[src/rtl/roic_channel_scheduler.sv]
// ============================================================================
// roic_channel_scheduler
//
// Readout scheduler for the ROIC channel array, running in the data_read_clk
// domain. A scan starts on `start` and walks the enabled channels in
// ascending index order. For each channel the scheduler raises
// data_read_req, waits for a valid reordered A/B pair, and forwards the pair
// as one tagged word on a valid/ready stream. A per-channel timeout skips a
// dead ROIC, so one stalled channel cannot hang the scan.
//
// Ports
//   data_read_clk      clock
//   deser_reset        synchronous, active-high reset
//   start              begin a scan (accepted only when idle)
//   ch_enable          channel mask, sampled when start is accepted
//   valid_read_enable  per-channel read enable from the channel array
//   reordered_valid    per-channel data-valid flag
//   reordered_data_a/b flattened per-channel data, channel i at
//                      [i*DATA_WIDTH +: DATA_WIDTH]
//   data_read_req      registered, one-hot or zero read request
//   out_data           {B, A} of the captured channel
//   out_ch             channel index of out_data
//   out_valid/ready    output stream handshake
//   out_last           word belongs to the final pending channel of the scan
//   busy               scan in progress (SELECT, WAIT, OUT)
//   done               one-cycle pulse at scan end
//   timeout_err        sticky per-channel timeout flags, cleared on start
// ============================================================================
module roic_channel_scheduler #(
    parameter  int N_CH        = 12,
    parameter  int DATA_WIDTH  = 24,
    parameter  int TIMEOUT_CYC = 1024,
    localparam int CH_W        = (N_CH > 1) ? $clog2(N_CH) : 1
) (
    input  logic                       data_read_clk,
    input  logic                       deser_reset,
    input  logic                       start,
    input  logic [N_CH-1:0]            ch_enable,
    input  logic [N_CH-1:0]            valid_read_enable,
    input  logic [N_CH-1:0]            reordered_valid,
    input  logic [N_CH*DATA_WIDTH-1:0] reordered_data_a,
    input  logic [N_CH*DATA_WIDTH-1:0] reordered_data_b,
    output logic [N_CH-1:0]            data_read_req,
    output logic [2*DATA_WIDTH-1:0]    out_data,
    output logic [CH_W-1:0]            out_ch,
    output logic                       out_valid,
    input  logic                       out_ready,
    output logic                       out_last,
    output logic                       busy,
    output logic                       done,
    output logic [N_CH-1:0]            timeout_err
);

    typedef enum logic [2:0] {
        ST_IDLE,
        ST_SELECT,
        ST_WAIT,
        ST_OUT,
        ST_DONE
    } state_t;

    localparam logic [15:0] TIMER_LAST = 16'(TIMEOUT_CYC - 1);
    localparam logic [15:0] TIMER_MAX  = 16'hFFFF;

    state_t                    state_q,    state_d;
    logic [N_CH-1:0]           pending_q,  pending_d;
    logic [N_CH-1:0]           cur_mask_q, cur_mask_d;   // one-hot of the channel being served
    logic [CH_W-1:0]           idx_q,      idx_d;
    logic [15:0]               timer_q,    timer_d;
    logic [N_CH-1:0]           req_q,      req_d;
    logic [2*DATA_WIDTH-1:0]   data_q,     data_d;
    logic [CH_W-1:0]           ch_q,       ch_d;
    logic                      valid_q,    valid_d;
    logic                      last_q,     last_d;
    logic [N_CH-1:0]           tmo_q,      tmo_d;

    logic [N_CH-1:0]           low_mask;
    logic [CH_W-1:0]           low_idx;
    logic [2*DATA_WIDTH-1:0]   cap_data;
    logic [N_CH-1:0]           remaining;
    logic                      hit;

    // Lowest pending channel: isolate the least significant set bit.
    assign low_mask = pending_q & (~pending_q + N_CH'(1));

    always_comb begin
        low_idx = '0;
        for (int i = N_CH - 1; i >= 0; i--) begin
            if (pending_q[i]) low_idx = CH_W'(i);
        end
    end

    always_comb begin
        cap_data = '0;
        for (int i = 0; i < N_CH; i++) begin
            if (cur_mask_q[i]) begin
                cap_data = {reordered_data_b[i*DATA_WIDTH +: DATA_WIDTH],
                            reordered_data_a[i*DATA_WIDTH +: DATA_WIDTH]};
            end
        end
    end

    // In WAIT the request register equals cur_mask_q, so masking with it
    // selects only the channel being served.
    assign hit       = |(valid_read_enable & reordered_valid & cur_mask_q);
    assign remaining = pending_q & ~cur_mask_q;

    // NOTE: every signal assigned here takes its hold value first, so no
    // path through the case statement can leave it unassigned and infer a latch.
    always_comb begin
        state_d    = state_q;
        pending_d  = pending_q;
        cur_mask_d = cur_mask_q;
        idx_d      = idx_q;
        timer_d    = timer_q;
        req_d      = req_q;
        data_d     = data_q;
        ch_d       = ch_q;
        valid_d    = valid_q;
        last_d     = last_q;
        tmo_d      = tmo_q;

        unique case (state_q)
            ST_IDLE: begin
                if (start) begin
                    pending_d = ch_enable;
                    tmo_d     = '0;
                    state_d   = (ch_enable == '0) ? ST_DONE : ST_SELECT;
                end
            end

            ST_SELECT: begin
                cur_mask_d = low_mask;
                idx_d      = low_idx;
                req_d      = low_mask;
                timer_d    = '0;
                state_d    = ST_WAIT;
            end

            ST_WAIT: begin
                // A hit in the final timer cycle still wins over the timeout.
                if (hit) begin
                    data_d  = cap_data;
                    ch_d    = idx_q;
                    valid_d = 1'b1;
                    last_d  = (remaining == '0);
                    req_d   = '0;
                    state_d = ST_OUT;
                end else if (timer_q == TIMER_LAST) begin
                    tmo_d     = tmo_q | cur_mask_q;
                    pending_d = remaining;
                    req_d     = '0;
                    state_d   = (remaining == '0) ? ST_DONE : ST_SELECT;
                end else if (timer_q != TIMER_MAX) begin
                    timer_d = timer_q + 16'd1;
                end
            end

            ST_OUT: begin
                if (out_ready) begin
                    valid_d   = 1'b0;
                    last_d    = 1'b0;
                    pending_d = remaining;
                    state_d   = (remaining == '0) ? ST_DONE : ST_SELECT;
                end
            end

            ST_DONE: state_d = ST_IDLE;

            default: state_d = ST_IDLE;
        endcase
    end

    // NOTE: state registers use non-blocking assignments so every register
    // samples the pre-edge values, independent of statement order.
    always_ff @(posedge data_read_clk) begin
        if (deser_reset) begin
            state_q    <= ST_IDLE;
            pending_q  <= '0;
            cur_mask_q <= '0;
            idx_q      <= '0;
            timer_q    <= '0;
            req_q      <= '0;
            data_q     <= '0;
            ch_q       <= '0;
            valid_q    <= 1'b0;
            last_q     <= 1'b0;
            tmo_q      <= '0;
        end else begin
            state_q    <= state_d;
            pending_q  <= pending_d;
            cur_mask_q <= cur_mask_d;
            idx_q      <= idx_d;
            timer_q    <= timer_d;
            req_q      <= req_d;
            data_q     <= data_d;
            ch_q       <= ch_d;
            valid_q    <= valid_d;
            last_q     <= last_d;
            tmo_q      <= tmo_d;
        end
    end

    assign data_read_req = req_q;
    assign out_data      = data_q;
    assign out_ch        = ch_q;
    assign out_valid     = valid_q;
    assign out_last      = last_q;
    assign timeout_err   = tmo_q;
    assign busy          = (state_q == ST_SELECT) || (state_q == ST_WAIT) || (state_q == ST_OUT);
    assign done          = (state_q == ST_DONE);

endmodule

[config.mk]
export PLATFORM = sky130hd
export DESIGN_NAME = roic_channel_scheduler
export DESIGN_NICKNAME = d
export VERILOG_FILES = /design/src/rtl/roic_channel_scheduler.sv
export SDC_FILE = /design/constraint.sdc
export NUM_CORES = 1
export LEC_CHECK = 0
export CAP_MARGIN = 0
export CORE_AREA = 5 5 267 269
export CTS_CLUSTER_DIAMETER = 120
export DETAILED_ROUTE_END_ITERATION = 12
export DIE_AREA = 0 0 272 274
export PLACE_DENSITY = 0.48
export SYNTH_ARGS = -nofsm -noshare
export SYNTH_HDL_FRONTEND = slang
export SYNTH_SLANG_ARGS = --single-unit
[constraint.sdc]
create_clock -name data_read_clk -period 3.1 [get_ports data_read_clk]
set_input_delay 0.62 -clock data_read_clk [delete_from_list [all_inputs] [get_ports data_read_clk]]
set_output_delay 0.62 -clock data_read_clk [all_outputs]
set_load 0.02 [all_outputs]
# Word-level counts from Yosys, hierarchy flattened
# Index checks and enable logic that the tools add are counted.
# word_totals
regBits	125
input_bits	616
# op_classes
bitwise	7
eq_ne	14
add_sub_neg	2
n_reduce_logical	17
mux	52
# ops
cell	n
$mux 48	12
$mux 12	9
$and 12x12->12	4
$mux 16	3
$mux 4	12
$pmux 12 s2	2
$pmux 12 s3	1
$pmux 16 s2	1
$logic_not 12->1	2
$not 12->12	2
$mux 3	6
$add 16x1->16 const B	1
$eq 16x10->1 const B	1
$ne 16x16->1 const B	1
$ne 2x2->1 const B	7
$add 12x1->12 const B	1
$or 12x12->12	1
$pmux 3 s4	1
$reduce_or 12->1	1
$reduce_and 4->1	2
$eq 3x2->1 const B	2
$reduce_and 3->1	2
$reduce_bool 2->1	3
$reduce_and 5->1	1
other kinds (9)	14

# Logic depth before layout (Yosys ltp)
# depth
depth_word	12
depth_mapped	9

# Worst setup path after synthesis
# Ideal clock, no wire load.
# synth_timing
path_kind	reg2reg
from	register timer_q[0]
to	register pending_q[10]
path_stages_with_launch	9
setup_ns	0.117
period_less_slack_ns	2.526
t_arrival_ns	2.409
slack_ns	0.574
required_time_ns	2.983
cell_sequence	dfxtp_1 -> ha_1 -> or3b_2 -> nor4_4 -> or4b_4 -> a211oi_2 -> buf_6 -> o21ai_1 -> a32o_1
# synth_between
elab_chain_len	3
# synth_rtl
item	line	rtl
from (decl)	69	logic [15:0] timer_q, timer_d;
from (signal assigned)	194	timer_q <= timer_d;
$eq 16x10->1	149	end else if (timer_q == TIMER_LAST) begin
$ne 2x2->1 (no line)	n/a	
$reduce_and 5->1 (no line)	n/a	
to (signal assigned)	191	pending_q <= pending_d;
to (decl)	66	logic [N_CH-1:0] pending_q, pending_d;
# No other way between the ends.
# A chain may end at the register's enable or synchronous reset.

# Worst setup path in the final report
# layout_timing
from	register cur_mask_q[2]
to	register data_q[12], in the netlist out_data[12]
# layout_between
elab_chain_len	10
elab_cells_between_ends	13
cone_classes	10 x mux; 1 x bitwise; 2 x reduce/logical
# layout_rtl
item	line	rtl
from (decl)	67	logic [N_CH-1:0] cur_mask_q, cur_mask_d;
from (signal assigned)	192	cur_mask_q <= cur_mask_d;
$mux 48 (10 in series)	96	if (cur_mask_q[i]) begin
to (signal assigned)	196	data_q <= data_d;
to (decl)	71	logic [2*DATA_WIDTH-1:0] data_q, data_d;
# Parallel ways exist; a longest one is shown, timed or not.

==> results by stage <==
Pwr:
- In this run the static leakage power is 5.86 nW.
- The cell area power density is 318 nW/um^2.
- The design draws 5.79 mW.
- The worst ir drop on vdd is slightly above 0.4 mV.

Clock network:
- The CTS sink count is 125.
- After clock tree synthesis, the clock-pin slew on the worst setup and hold paths is 70 ps.
- The cell at the root of the clock tree is sky130_fd_sc_hd__clkbuf_16.
- The clock tree synthesis step divided the H-tree into 4 levels.
- The number of resized instances in the post-cts repair step is 1.
- Counting the buffers created by CTS gives 17.
- TritonCTS built the clock tree.
- Clock latency on the worst-skew pair, taken at its later pin, is 480 ps.
- After clock tree synthesis, the flow added hold-fix buffers numbering 0.
- Counting along the longest clock path gives a buffer depth of 2.
- The count of buffers added by post-CTS timing repair for setup is 0.

Placed design:
- Once placement finished, the instance area stood at 17,500 um^2.
- The count of input and output buffers is 695.
- The HPWL after detailed placement is 66.6 mm.
- The congestion estimate from routability-driven global placement came to 0.927.
- The cell count after placement is 2,819.

Timing:
- Setup repair after global routing left no endpoint under its margin.
- The max-slew violation count is 0.
- The relative max-transition margin is 33.0%.
- The final hold violation count came to 0.
- In the finished design, the share of the clock period the worst path needs comes to 92.4%.
- The final critical-path required period is about 2900 ps.
- At the pin with the least slew margin, the transition time is 979 ps.
- Setup violations remaining at the end of the flow were counted as 0.
- Clock skew on the completed layout was measured at 15.1 ps.
- The peak clock frequency supported by timing is 0.349 GHz.
- The final hold slack is about 460 ps.

Synth:
- The post-synthesis instance area is 9220 um^2.
- In the synthesized netlist the async set-or-reset flop fraction comes to 0%.
- Summed over all instances, the cell type with the most area after synthesis is sky130_fd_sc_hd__dfxtp_1.
- The post-synth net total is between 1,500 and 2,000.
- By area the synthesized netlist is led by sky130_fd_sc_hd__dfxtp_1 (27%), sky130_fd_sc_hd__o22ai_1 (10%), sky130_fd_sc_hd__a22oi_1 (8.6%), sky130_fd_sc_hd__nor2_1 (7.9%), sky130_fd_sc_hd__a221oi_1 (4.8%).
- The share of the synthesized area in the top cell type is 27.1%.
- The prevailing post-synth register cell is sky130_fd_sc_hd__dfxtp_1.
- Dividing the synthesized area by the synthesized cell count gives 7.11 um^2.
- Counting flops with a built-in enable in the synthesized netlist gives 0.
- The flop and latch count out of synthesis is 125.
- The count of yosys warnings during synthesis is 0.
- Sequential cells were found to cover about 27% of the synthesized design area.
- The number of instances in the synthesized netlist is 1,297.
- The number of distinct library cell variants in the gate-level netlist after synthesis is 57.

Layout:
- The net count of the finished layout is 2,573.
- The share of cells above drive strength 1 is between 7 and 8%.
- The finished cells cover 18,200 um^2.
- The layout overhead on the synthesized area is 97.2%.
- The number of standard cells in the final layout excluding fillers is 2,873.

Critical path:
- The critical path arrival is 3210 ps.
- The worst setup path is launched from a flop.
- STA puts the critical path data required time at ~3400 ps.
- The critical path capture point type is a flop.
- The start-to-end type of the worst setup path is reg2reg.
- In this run the worst path has a maximum fanout of 17.

Global route:
- For this run, the total global-route usage over all layers was measured as 20.9%.
- The first global-routing pass estimated 111 mm of wire.
- The largest net degree at the start of global routing is 63.
- The number of antenna violations at the first check in global routing is 30.
- The total grt overflow is 0.
- The number of global-route vias before repair is 14,300.

Flow run:
- The reported max-cap violation count is 0.

Routing:
- The first detailed-routing pass ran for 5 iterations.
- The number of antenna-violating nets in the routed design is 0.
- The count of unresolved DRC violations after routing is 0.
- Dividing the detail-routed wire length by the instance count gives 28.8 um.
- Using the TritonRoute via totals, the vias-per-cell ratio works out to around 4.9.
- The detailed router placed 14,100 vias in this run.
- The DRC marker count from the first detailed-route iteration is 996.
- The total wire length after detailed routing is between 80 and 90 mm.

Floorplanning:
- The die is 274 um tall.
- The floorplan core area is 68,300 um^2.
- The die covers approximately 75,000 um^2.
- The starting density of the core is 13.5%.
- In this run the horizontal extent of the chip is about 270 um.
- The number of primary I/O pins is 696.
- Row generation in the floorplan step produced between 90 and 100 rows.

Worst hold path:
- The min-delay analysis places its worst path in the category reg2reg.

Status:
- The run finished with clean final reports.
==> placed cells by master (no fill, tap or decap), types with 5 or more instances in the layout <==
cell                              netlist  routed
sky130_fd_sc_hd__nand3_1               23      23
sky130_fd_sc_hd__buf_12                 0      10
sky130_fd_sc_hd__nor3_1                57      57
sky130_fd_sc_hd__a221oi_1              51      51
sky130_fd_sc_hd__diode_2                0      22
sky130_fd_sc_hd__inv_1                 18      15
sky130_fd_sc_hd__a22o_1                14      14
sky130_fd_sc_hd__a22oi_1              106     106
sky130_fd_sc_hd__o21ai_1                5       5
sky130_fd_sc_hd__or4_1                  9       9
sky130_fd_sc_hd__a32o_1                 9       9
sky130_fd_sc_hd__buf_4                  0      78
sky130_fd_sc_hd__o21a_1                48      48
sky130_fd_sc_hd__nor2_1               195     194
sky130_fd_sc_hd__inv_8                  0       5
sky130_fd_sc_hd__a21oi_1               89      89
sky130_fd_sc_hd__a2111oi_0             48      42
sky130_fd_sc_hd__dfxtp_1              125     119
sky130_fd_sc_hd__o31ai_1               13      12
sky130_fd_sc_hd__clkbuf_16              0      17
sky130_fd_sc_hd__nand2_1               70      68
sky130_fd_sc_hd__or3_1                  6       5
sky130_fd_sc_hd__nand4_1                8       8
sky130_fd_sc_hd__clkdlybuf4s50_1        0     694
sky130_fd_sc_hd__o22ai_1              147     147
sky130_fd_sc_hd__o21ai_0               62      62
==> routing by layer <==
metal	vias up	share of wire (%)	GRT usage [%]
met4	4	4.2	9.15
met2	767	50	36.9
li1	6400	-	-
met3	108	7.0	5.28
met1	6821	39	23.9
met5	-	0.031	0
==> logic make-up after synthesis <==
kind of cell | synth area share [%]
adder cells (fa/ha/maj) | 0.136
XOR/XNOR | 0.190
buffers and inverters | 7.58
AND/OR/NAND/NOR | 19.8
AO/OA/AOI/OAI | 44.7
multiplexers | 0.434
flip-flops | 27.1
==> cells in the mapped netlist, types with 14 or more instances <==
library cell / n
sky130_fd_sc_hd__a221oi_1: 51
sky130_fd_sc_hd__inv_1: 18
sky130_fd_sc_hd__o22ai_1: 147
sky130_fd_sc_hd__a22o_1: 14
sky130_fd_sc_hd__nor2_1: 195
sky130_fd_sc_hd__nand3_1: 23
sky130_fd_sc_hd__o21ai_0: 62
sky130_fd_sc_hd__nand2_1: 70
sky130_fd_sc_hd__clkbuf_1: 115
sky130_fd_sc_hd__a2111oi_0: 48
sky130_fd_sc_hd__dfxtp_1: 125
sky130_fd_sc_hd__nor3_1: 57
sky130_fd_sc_hd__o21a_1: 48
sky130_fd_sc_hd__a21oi_1: 89
sky130_fd_sc_hd__a22oi_1: 106
==> cell type report <==
class	instances	area [um^2]
fillers	7445	50200
repair buffers	782	7730
multi-input cells	1012	6090
flip-flops and latches	125	2520
well taps	882	1100
clock buffers	17	425
clock inverters	15	196
inverters	18	67.6
diodes	22	55.1
==> flip-flops by register name, summed over array words and instances, names as in the netlist <==
signal         flops
timeout_err       12
state_q            3
out_ch             4
cur_mask_q        12
pending_q         12
timer_q           16
out_valid          1
out_last           1
data_read_req     12
idx_q              4
out_data          48
==> through the flow <==
step                      worst slack (ps)  utilization [%]  TNS, ps
final                                  235             26.6        0
after global routing                  75.3             26.6        0
after CTS                              183             26.5        0
after detailed placement              -193             25.6     -193
after global placement                -145             25.6     -145
after floorplan                        574                -        0
==> path summary, 6_finish.rpt <==
path	startpoint	endpoint	slack, ps	depth (start not counted)
worst min-delay path	idx_q[3]	idx_q[3]	460	2
worst max register to register	cur_mask_q[2]	out_data[12]	230	8
worst max-delay path	cur_mask_q[2]	out_data[12]	230	8
worst min register to register	idx_q[3]	idx_q[3]	460	2
==> worst max-delay path, stage by stage (launching register included) <==
cell and delay [ps]:
sky130_fd_sc_hd__dfxtp_4 560, sky130_fd_sc_hd__inv_2 340, sky130_fd_sc_hd__buf_4 270, sky130_fd_sc_hd__o22ai_1 190
sky130_fd_sc_hd__nor3_1 110, sky130_fd_sc_hd__a2111oi_0 700, sky130_fd_sc_hd__buf_4 260, sky130_fd_sc_hd__o21a_1 170
sky130_fd_sc_hd__o22ai_1 90
==> report_power, final <==
group / internal (mW) / switching [mW] / total (mW)
Clock: 1.23 / 0.993 / 2.22
Sequential: 1.64 / 0.0649 / 1.70
Combinational: 1.06 / 0.807 / 1.86
Total: 3.93 / 1.86 / 5.79
(Power assumes the default switching activity.)
==> variant 1 (same flow settings) <==
Reset style: asynchronous (`deser_reset`), changed in one clocked block. Comments in the files are not updated.
--- a/src/rtl/roic_channel_scheduler.sv
+++ b/src/rtl/roic_channel_scheduler.sv
@@ -175,3 +175,3 @@
     // samples the pre-edge values, independent of statement order.
-    always_ff @(posedge data_read_clk) begin
+    always_ff @(posedge data_read_clk or posedge deser_reset) begin
         if (deser_reset) begin
Behaviour: differs if deser_reset is asserted again (counterexample within 4 cycles, from zero or initial values and one cycle with deser_reset high); with deser_reset held inactive, the same outputs for 4 cycles.
==> variant 1 against the unedited design <==
Sequential cell count unchanged. Synthesized area increased by 4.3%. Setup slack got worse by 21 ps. Highest routed layer unchanged. Sequential share of layout area up 3.2 points. Critical path type unchanged. Final area is 1.6% higher. Critical endpoint is now out_data[27]. Routed wire length is 8.3% lower.
Power is not compared: it rests on default switching activity, and its combinational part moved more than twofold at a synthesized area within 25%.
==> variant 1: results (changes against the unedited design) <==
result of the run=finished clean; proportion of synthesized flip-flops having asynchronous set or reset=100.0% (+100 points); met2 layer usage reported by global route=32.83% (-4.1 points); fraction of layout cells with a size suffix above 1=6.539% (-1.2 points); Filler Cells Inserted=7303 (-1.9%); WL met1=30520 um (-5.5%); worst relative slew slack=47.81% (+15 points); destination of the worst register-to-register timing path=out_data[27]; primary flip-flop cell chosen by synthesis mapping=dfrtp_1; Post-Place Cell Area=17850 um^2 (+1.9%); routed len/inst=27.36 um (-4.9%); met1 layer usage reported by global route=23.12% (-0.77 points); met3 Track Usage GR=6.160% (+0.88 points); Max Fanout on Critical Path=31 (+14); number of antenna violations at the first check in global routing=22 (-27%); post-DR vias/cell=4.881 (-0.55%); pin count of the biggest net entering global routing=102 (+62%); worst-case setup slack after placement=187.8 ps (+380.5 ps); first-pass GRT wire length=103200 um (-7.3%); register-to-register path setup slack=210 ps (-20 ps); worst hold start=idx_q[1]; Iter 0 DRT Violations=922 (-7.4%); Synthesized Nets=1843 (-3.7%); Placed Cells=2731 (-3.1%); Cell variety after synth=56 (-1.8%); Syn Area/Cell=7.845 um^2 (+10%); Max stage delay on crit path=640 ps (-60 ps); met3 wire length=6580 um (+14%); Tot GR Track Use=19.13% (-1.8 points)
-- variant 1: changes by cell type after synthesis, sizes merged, moves of 39 or more --
| cell | unedited run | this run |
|---|---|---|
| o2111ai | 0 | 48 |
| nand2b | 2 | 52 |
| o21a | 48 | 1 |
| a22oi | 106 | 49 |
| a31oi | 2 | 48 |
| dfxtp | 125 | 0 |
| o22ai | 147 | 96 |
| a2111oi | 48 | 3 |
| dfrtp | 0 | 125 |
| a221o | 0 | 48 |
| nand2 | 70 | 31 |
-- variant 1: final cells by class --
type	instances	area, um^2	area share, %
Tap cell	882	1104	5.970
Inverter	9	37.54	0.2031
Timing Repair Buffer	753	7555	40.87
Sequential cell	125	3147	17.02
Multi-Input combinational cell	962	6005	32.48
Clock buffer	19	452.9	2.450
Antenna cell	8	20.02	0.1083
Clock inverter	13	165.2	0.8935
-- variant 1: worst min path at each step --
stage / end / slack [ps] / depth (start not counted)
final: idx_q[1] / 490 / 1
after global routing: idx_q[1] / 510 / 1
after CTS: idx_q[1] / 500 / 1
after detailed placement: idx_q[1] / 480 / 1
after global placement: idx_q[1] / 480 / 1
after floorplan: idx_q[3] / 440 / 2
-- variant 1: kinds of logic after synthesis --
kind of cell	count (synthesis)	share of synthesized area [%]
multiplexers	5	0.5724
XOR/XNOR	12	1.093
buffers and inverters	139	5.594
adder cells (fa/ha/maj)	1	0.1301
flip-flops	125	32.52
AO/OA/AOI/OAI	537	39.44
AND/OR/NAND/NOR	407	20.65
-- variant 1: power by group through the flow --
stage,Combinational [uW],Clock (uW),Sequential [uW]
6_report,10300,2270,2790
5_1_grt,11000,2420,2870
4_1_cts,10400,2380,2780
3_5_place_dp,10400,0,2800
3_3_place_gp,10300,0,2800
2_1_floorplan,5020,0,3040
==> variant 2 (same settings) <==
Without the edit above. `DATA_WIDTH`: 24 -> 36.
--- a/src/rtl/roic_channel_scheduler.sv
+++ b/src/rtl/roic_channel_scheduler.sv
@@ -30,3 +30,3 @@
     parameter  int N_CH        = 12,
-    parameter  int DATA_WIDTH  = 24,
+    parameter  int DATA_WIDTH  = 36,
     parameter  int TIMEOUT_CYC = 1024,
Interface: changed (resized out_data, reordered_data_a and reordered_data_b); port bits go from 696 to 1008. The function was not compared with the original's and may differ.
==> variant 2 against the unedited design <==
The flow now stops in 3_2_place_iop. Synthesized area rose by 35%.
==> variant 2: results (changes against the unedited design) <==
result of the run=stopped before the end; last step reached=3_2_place_iop; first logged error message=[ERROR PPL-0024] Number of IO pins (1008) exceeds maximum number of available positions (984). Increase the die perimeter from 1092.00um to 1370.88um.; Synthesized Nets=2701 (+41%); sequential cell area fraction in the yosys report=23.93% (-3.2 points); proportion of synthesized flip-flops having asynchronous set or reset=0% (unchanged); primary flip-flop cell chosen by synthesis mapping=dfxtp_1; Syn Area/Cell=6.942 um^2 (-2.4%); Cell variety after synth=60 (+5.3%); Yosys warning count=0 (unchanged); list of most frequent post-synthesis cells=nand2_1 (184), clkbuf_1 (156), dfxtp_1 (149); Yosys reg bits=149 (+19%); count of standard-cell rows=96 (unchanged); biggest area contributors in the synthesized netlist=dfxtp_1 (24%), a22oi_1 (8.8%), o22ai_1 (7.2%)
## variant 2: cell types whose count changed after synthesis, sizes merged, moves of 73 or more
| cell | change |
|---|---|
| a211o | +73 |
| and2 | +77 |
| nand2 | +115 |
| nor2 | -97 |
| o21ai | +88 |
## variant 2: logic make-up after synthesis
kind of cell | share of synthesized area [%]
AOI/OAI and AO/OA | 45.93
and+or+nand+nor | 20.92
buffers and inverters | 8.922
DFF | 23.93
xor gates and xnor gates | 0.2108
adders and majority gates | 0.1003
